==> src/rtl/shift_add_mul_ctrl_pkg.sv <==
// shift_add_mul_ctrl_pkg: shared state encoding and default operand width
package shift_add_mul_ctrl_pkg;
  localparam int DEF_W = 32;
  typedef enum logic [1:0] {
    IDLE = 2'd0,
    RUN  = 2'd1,
    FIX  = 2'd2,
    DONE = 2'd3
  } state_e;
endpackage

==> src/rtl/shift_add_mul_ctrl_if.sv <==
// shift_add_mul_ctrl_if: operand/product handshake bundle
interface shift_add_mul_ctrl_if
  import shift_add_mul_ctrl_pkg::*;
#(
  parameter int W = DEF_W
);
  logic         in_valid;
  logic         in_ready;
  logic [W-1:0] op_a;
  logic [W-1:0] op_b;
  logic         is_signed;
  logic         out_valid;
  logic         out_ready;
  logic [2*W-1:0] result;
  logic         busy;
  modport master (
    output in_valid, op_a, op_b, is_signed, out_ready,
    input  in_ready, out_valid, result, busy
  );
  modport slave (
    input  in_valid, op_a, op_b, is_signed, out_ready,
    output in_ready, out_valid, result, busy
  );
endinterface

==> src/rtl/mul_datapath.sv <==
// mul_datapath: operand magnitudes, shift-add accumulator, iteration counter and sign fix-up
module mul_datapath
  import shift_add_mul_ctrl_pkg::*;
#(
  parameter int W = DEF_W
) (
  input  logic           clk,
  input  logic           reset,
  input  logic           load_i,
  input  logic           step_i,
  input  logic           is_signed_i,
  input  logic [W-1:0]   op_a_i,
  input  logic [W-1:0]   op_b_i,
  output logic           last_o,
  output logic [2*W-1:0] prod_o
);
  localparam int CW = $clog2(W);
  logic [2*W-1:0] a_q, acc_q;
  logic [W-1:0]   b_q, mag_a, mag_b;
  logic [CW-1:0]  k_q;
  logic           neg_q;
  // negating the most-negative value wraps back to 2^(W-1), which read unsigned is the correct magnitude
  assign mag_a  = (is_signed_i && op_a_i[W-1]) ? -op_a_i : op_a_i;
  assign mag_b  = (is_signed_i && op_b_i[W-1]) ? -op_b_i : op_b_i;
  assign last_o = k_q == CW'(W - 1);
  assign prod_o = neg_q ? -acc_q : acc_q;
  // latch magnitudes on accept, then one conditional shifted add per RUN edge
  always_ff @(posedge clk) begin
    if (reset) begin
      a_q   <= '0;
      b_q   <= '0;
      acc_q <= '0;
      k_q   <= '0;
      neg_q <= 1'b0;
    end else if (load_i) begin
      a_q   <= {{W{1'b0}}, mag_a};
      b_q   <= mag_b;
      acc_q <= '0;
      k_q   <= '0;
      neg_q <= is_signed_i & (op_a_i[W-1] ^ op_b_i[W-1]);
    end else if (step_i) begin
      acc_q <= acc_q + (b_q[k_q] ? (a_q << k_q) : '0);
      k_q   <= k_q + 1'b1;
    end
  end
endmodule

==> src/rtl/shift_add_mul_ctrl.sv <==
// shift_add_mul_ctrl: multi-cycle shift-add multiplier with valid/ready handshakes
module shift_add_mul_ctrl
  import shift_add_mul_ctrl_pkg::*;
#(
  parameter int W = DEF_W
) (
  input logic clk,
  input logic reset,
  shift_add_mul_ctrl_if.slave bus
);
  state_e         state_q, state_d;
  logic [2*W-1:0] result_q, prod;
  logic           out_valid_q, accept, last;
  assign bus.in_ready  = state_q == IDLE;
  assign bus.busy      = state_q != IDLE;
  assign bus.out_valid = out_valid_q;
  assign bus.result    = result_q;
  assign accept        = bus.in_valid && state_q == IDLE;
  mul_datapath #(.W(W)) u_dp (
    .clk         (clk),
    .reset       (reset),
    .load_i      (accept),
    .step_i      (state_q == RUN),
    .is_signed_i (bus.is_signed),
    .op_a_i      (bus.op_a),
    .op_b_i      (bus.op_b),
    .last_o      (last),
    .prod_o      (prod)
  );
  // next-state: accept -> W RUN edges -> FIX -> DONE until the product is taken
  always_comb begin
    state_d = state_q == IDLE ? (accept ? RUN : IDLE) :
              state_q == RUN  ? (last ? FIX : RUN) :
              state_q == FIX  ? DONE :
              (bus.out_ready ? IDLE : DONE);
  end
  // state, registered product and out_valid; reset beats any accept or pop on the same edge
  always_ff @(posedge clk) begin
    if (reset) begin
      state_q     <= IDLE;
      result_q    <= '0;
      out_valid_q <= 1'b0;
    end else begin
      state_q <= state_d;
      if (state_q == FIX) begin
        result_q    <= prod;
        out_valid_q <= 1'b1;
      end else if (state_q == DONE && bus.out_ready) begin
        out_valid_q <= 1'b0;
      end
    end
  end
endmodule
==> src/flat_wrapper.sv <==
// flat-port wrapper written by rule: the top's interface ports become plain ports
module shift_add_mul_ctrl_flat import shift_add_mul_ctrl_pkg::*;
#(
  parameter int W = DEF_W
)
  (clk, reset, bus_in_valid, bus_op_a, bus_op_b, bus_is_signed, bus_out_ready, bus_in_ready, bus_out_valid, bus_result, bus_busy);
  shift_add_mul_ctrl_if #(.W(W)) bus_i ();
  input logic clk;
  input logic reset;
  input wire logic [$bits(bus_i.in_valid)-1:0] bus_in_valid;
  input wire logic [$bits(bus_i.op_a)-1:0] bus_op_a;
  input wire logic [$bits(bus_i.op_b)-1:0] bus_op_b;
  input wire logic [$bits(bus_i.is_signed)-1:0] bus_is_signed;
  input wire logic [$bits(bus_i.out_ready)-1:0] bus_out_ready;
  output wire logic [$bits(bus_i.in_ready)-1:0] bus_in_ready;
  output wire logic [$bits(bus_i.out_valid)-1:0] bus_out_valid;
  output wire logic [$bits(bus_i.result)-1:0] bus_result;
  output wire logic [$bits(bus_i.busy)-1:0] bus_busy;
  assign bus_i.in_valid = bus_in_valid;
  assign bus_i.op_a = bus_op_a;
  assign bus_i.op_b = bus_op_b;
  assign bus_i.is_signed = bus_is_signed;
  assign bus_i.out_ready = bus_out_ready;
  assign bus_in_ready = bus_i.in_ready;
  assign bus_out_valid = bus_i.out_valid;
  assign bus_result = bus_i.result;
  assign bus_busy = bus_i.busy;
  shift_add_mul_ctrl #(.W(W)) u_core (.clk(clk), .reset(reset), .bus(bus_i));
endmodule
==> config.mk <==
export PLATFORM = sky130hd
export DESIGN_NAME = shift_add_mul_ctrl_flat
export DESIGN_NICKNAME = d
export VERILOG_FILES = /design/src/rtl/shift_add_mul_ctrl_pkg.sv /design/src/rtl/shift_add_mul_ctrl_if.sv /design/src/rtl/mul_datapath.sv /design/src/rtl/shift_add_mul_ctrl.sv /design/src/flat_wrapper.sv
export SDC_FILE = /design/constraint.sdc
export NUM_CORES = 1
export LEC_CHECK = 0
export ABC_AREA = 1
export BUFFER_PORTS_ARGS = -buffer_cell sky130_fd_sc_hd__buf_4
export CORE_UTILIZATION = 45
export DETAILED_ROUTE_END_ITERATION = 6
export SYNTH_ARGS = -nofsm -noshare
export SYNTH_HDL_FRONTEND = slang
export SYNTH_SLANG_ARGS = --single-unit
==> constraint.sdc <==
create_clock -name clk -period 3.8 [get_ports clk]
set_input_delay 0.76 -clock clk [delete_from_list [all_inputs] [get_ports clk]]
set_output_delay 0.76 -clock clk [all_outputs]
set_load 0.05 [all_outputs]
==> results.toml <==
[outcome]
outcome = "finished, final reports clean"

[detailed_routing]
num_vias = 22219
drt_iter0_markers = 1526
antenna_left = 0
wl_mm = 72.6
drcViolationCount = 0
firstDrtPassIters = 6
viasPerCell = 5.20
wl_per_cell_um = 17.0

[floorplan]
core_area_um2 = 41900
die_h_um = 208
chipWidth_um = 208
initial_core_util = 0.456
placementRows = 75
io_pins = 136
die_area_um2 = 43300

[power_and_ir_drop]
cellPowerDensity_nw_per_um2 = 391
p_int_w = 0.00497
ir_worst_vdd_mv = 0.274
switching_share = 0.435
seqPwrFrac = 0.301
p_leak_nw = 12.4
p_switching_w = 0.00384
pwr-share-clk = 0.286
p_comb_frac = 0.413

[layout]
final_cell_area_um2 = 22500
layout-drive-gt1-share = 0.108
area.growth.synth_to_final_pct = 17.8
antenna_cells = 0
nets = 3854

[setup_path]
crit_arrival_ns = 4.09
path_class = "reg2reg"
r2r_cells = 25
required_ns = 4.26
startpoint_type = "flip-flop"
rr_startpoint = "u_core.u_dp.k_q[0]"
cp-end-kind = "flip-flop"
rrSetupSlack_ns = 0.18
worstPathMaxFanout = 14
r2r_end = "u_core.u_dp.acc_q[44]"

[sta]
setup_viol_count_final = 0
slew_headroom = 0.253
slew_viol_final = 0
final_hold_viol_count = 0
fin_skew_ns = 0.0104
fin_crit_ns = 3.62
clock.fmax_mhz = 276
rsz0062_at_grt = "yes"
fin_crit_sh = 0.953
tightest_slew_ns = 1.12
whs_ns = 0.457

[logic_synthesis]
netlist.area_leader.share = 0.227
synth-seq-area-share = 0.211
synth_commonest_cells = "nand2_1, inv_1, nor2_1, nand3_1, o21ai_0"
yosysMostFrequentCell = "nand2_1"
synth.distinct_cells = 53
synth_edf_count = 0
synthTopCellsByArea = "nand2_1, dfxtp_1, inv_1"
synthArstFlopShare = 0
synth_area_um2 = 19100
ys.warnings.count = 0
ys.flop_type = "dfxtp_1"
syn_avg_cell_area_um2 = 5.40
syn_inst = 3538
synth_nets = 3676
yosys.area.top_type = "nand2_1"
ys_ff_latch = 201

[clock_network]
htree_levels = 1
numCtsBuffers = 26
clk_latency_ns = 0.56
clk_transition_reported_paths_ns = 0.06
cts_tree = "built"
cts_buffer_depth = 3
cts_sinks = 201
root_buffer = "clkbuf_16"
postCtsHoldBufs = 0

[place]
globalplace.congestion = 1.00
numPortBuffers = 135
post_dp_cell_area_um2 = 21400
hpwl_mm = 59.2

[global_routing]
grt_antenna_before_repair = 1
grt_pass1_wl_mm = 113
grt_use_total = 0.330
grt_max_degree = 123
grt-ovfl-total = 0
grt_pass1_vias = 21163

[hold_path]
whs_path_depth = 2
hp-class = "reg2reg"
hold_start = "u_core.u_dp.b_q[20]"
whs_endpoint = "u_core.u_dp.b_q[20]"

[run]
max_cap_viol_count = 0
## cell usage in the layout, fill, tap and decap left out, types with 6 or more instances in the layout
| master | instances |
|---|---|
| mux2i_1 | 6 |
| inv_1 | 613 |
| xor2_1 | 65 |
| nor2_2 | 16 |
| o32ai_1 | 7 |
| o211ai_1 | 18 |
| and3_1 | 11 |
| nand4_1 | 28 |
| o21ai_0 | 198 |
| nor4_1 | 13 |
| buf_12 | 9 |
| nor2_1 | 372 |
| clkbuf_16 | 28 |
| o31ai_1 | 13 |
| a21oi_2 | 7 |
| a21oi_1 | 197 |
| inv_2 | 16 |
| nand2_2 | 13 |
| o21ai_1 | 59 |
| buf_4 | 251 |
| or2_1 | 7 |
| nor3_1 | 45 |
| xnor2_1 | 7 |
| o21a_1 | 7 |
| nand2_1 | 1146 |
| ha_1 | 62 |
| o22ai_1 | 15 |
| nand3_1 | 215 |
| dfxtp_1 | 197 |
| o21ai_2 | 6 |
## how the worst max path moves through the flow
stage	startpoint	to	slack, ns	depth (start not counted)
after floorplan	u_core.u_dp.k_q[0]	u_core.u_dp.acc_q[59]	0.61	26
after global placement	u_core.u_dp.k_q[0]	u_core.u_dp.acc_q[61]	-0.11	23
after detailed placement	u_core.u_dp.k_q[0]	u_core.u_dp.acc_q[55]	-0.12	23
after CTS	u_core.u_dp.k_q[0]	u_core.u_dp.acc_q[55]	0.01	23
after global routing	u_core.u_dp.k_q[0]	u_core.u_dp.acc_q[51]	-0.02	27
final	u_core.u_dp.k_q[0]	u_core.u_dp.acc_q[44]	0.18	25
## power by group through the flow
stage          logic, W  registers, W  clock network [W]
3_5_place_dp    0.00355       0.00269                  0
4_1_cts         0.00357       0.00264            0.00257
3_3_place_gp    0.00353       0.00268                  0
6_report        0.00364       0.00266            0.00252
5_1_grt         0.00400       0.00268            0.00264
2_1_floorplan   0.00209       0.00289                  0
## routing by layer
layer / up-vias / wire (µm) / global-route usage
met4: 0 / 3400 / 0.153
li1: 11428 / - / -
met2: 670 / 33300 / 0.566
met1: 9969 / 32200 / 0.417
met3: 152 / 3760 / 0.0315
met5: - / 0 / 0
## repair_timing
item                                    CTS  global route
pin swaps                                 0             1
resized for setup                         6            72
endpoints found under the setup margin   14            44
hold endpoints to repair                  0             0
buffers inserted                          0             2
cloned                                    0             1
## logic make-up after synthesis
logic type	share of synthesized area
adder cells (fa/ha/maj)	0.0456
AO/OA/AOI/OAI	0.152
XOR/XNOR	0.0330
buffers and inverters	0.151
multiplexers	0.00314
AND/OR/NAND/NOR	0.404
flip-flops	0.211
## per-stage QoR
step | worst slack [ns] | power (W) | cells | TNS, ns | utilization
2_1_floorplan | 0.607 | 0.00497 | 3538 | 0 | -
3_3_place_gp | -0.108 | 0.00621 | 4224 | -0.341 | 0.509
3_5_place_dp | -0.121 | 0.00624 | 4224 | -0.568 | 0.509
4_1_cts | 0.00971 | 0.00878 | 4271 | 0 | 0.530
5_1_grt | -0.0168 | 0.00932 | 4274 | -0.0279 | 0.537
6_report | 0.177 | 0.00881 | 4274 | 0 | 0.537
## worst max-delay path: stages (launching register included)
cell	delay, ns
dfxtp_4	0.40
buf_12	0.15
o21ai_0	0.20
nand2_1	0.09
nand2_1	0.06
nand2_1	0.07
nor3_4	0.15
buf_12	0.13
buf_4	0.20
nor4_2	0.07
ha_1	0.21
fa_1	0.42
nand3_1	0.11
nand3_1	0.15
nand2_1	0.10
nand2_1	0.11
nand2_1	0.08
nand2_1	0.07
nand2_1	0.10
nand2_1	0.20
nand2_1	0.14
nand2_1	0.06
nand2_1	0.05
nand3_1	0.06
nand2_1	0.09
inv_1	0.03
## final cells by class
| class | instances | area [µm²] |
|---|---|---|
| Clock buffer | 35 | 756 |
| Clock inverter | 12 | 110 |
| Fill cell | 4525 | 19400 |
| Inverter | 634 | 2390 |
| Multi-Input combinational cell | 2590 | 12400 |
| Sequential cell | 201 | 4030 |
| Tap cell | 539 | 674 |
| Timing Repair Buffer | 263 | 2110 |
## state kept, by name (all words and copies together), names as in the netlist
name                  flops
u_core.bus.result        64
u_core.u_dp.acc_q        64
u_core.u_dp.a_q          32
u_core.u_dp.b_q          32
u_core.u_dp.k_q           5
u_core.state_q            2
u_core.bus.out_valid      1
u_core.u_dp.neg_q         1
Note: power is estimated with default switching activity, not from simulation.
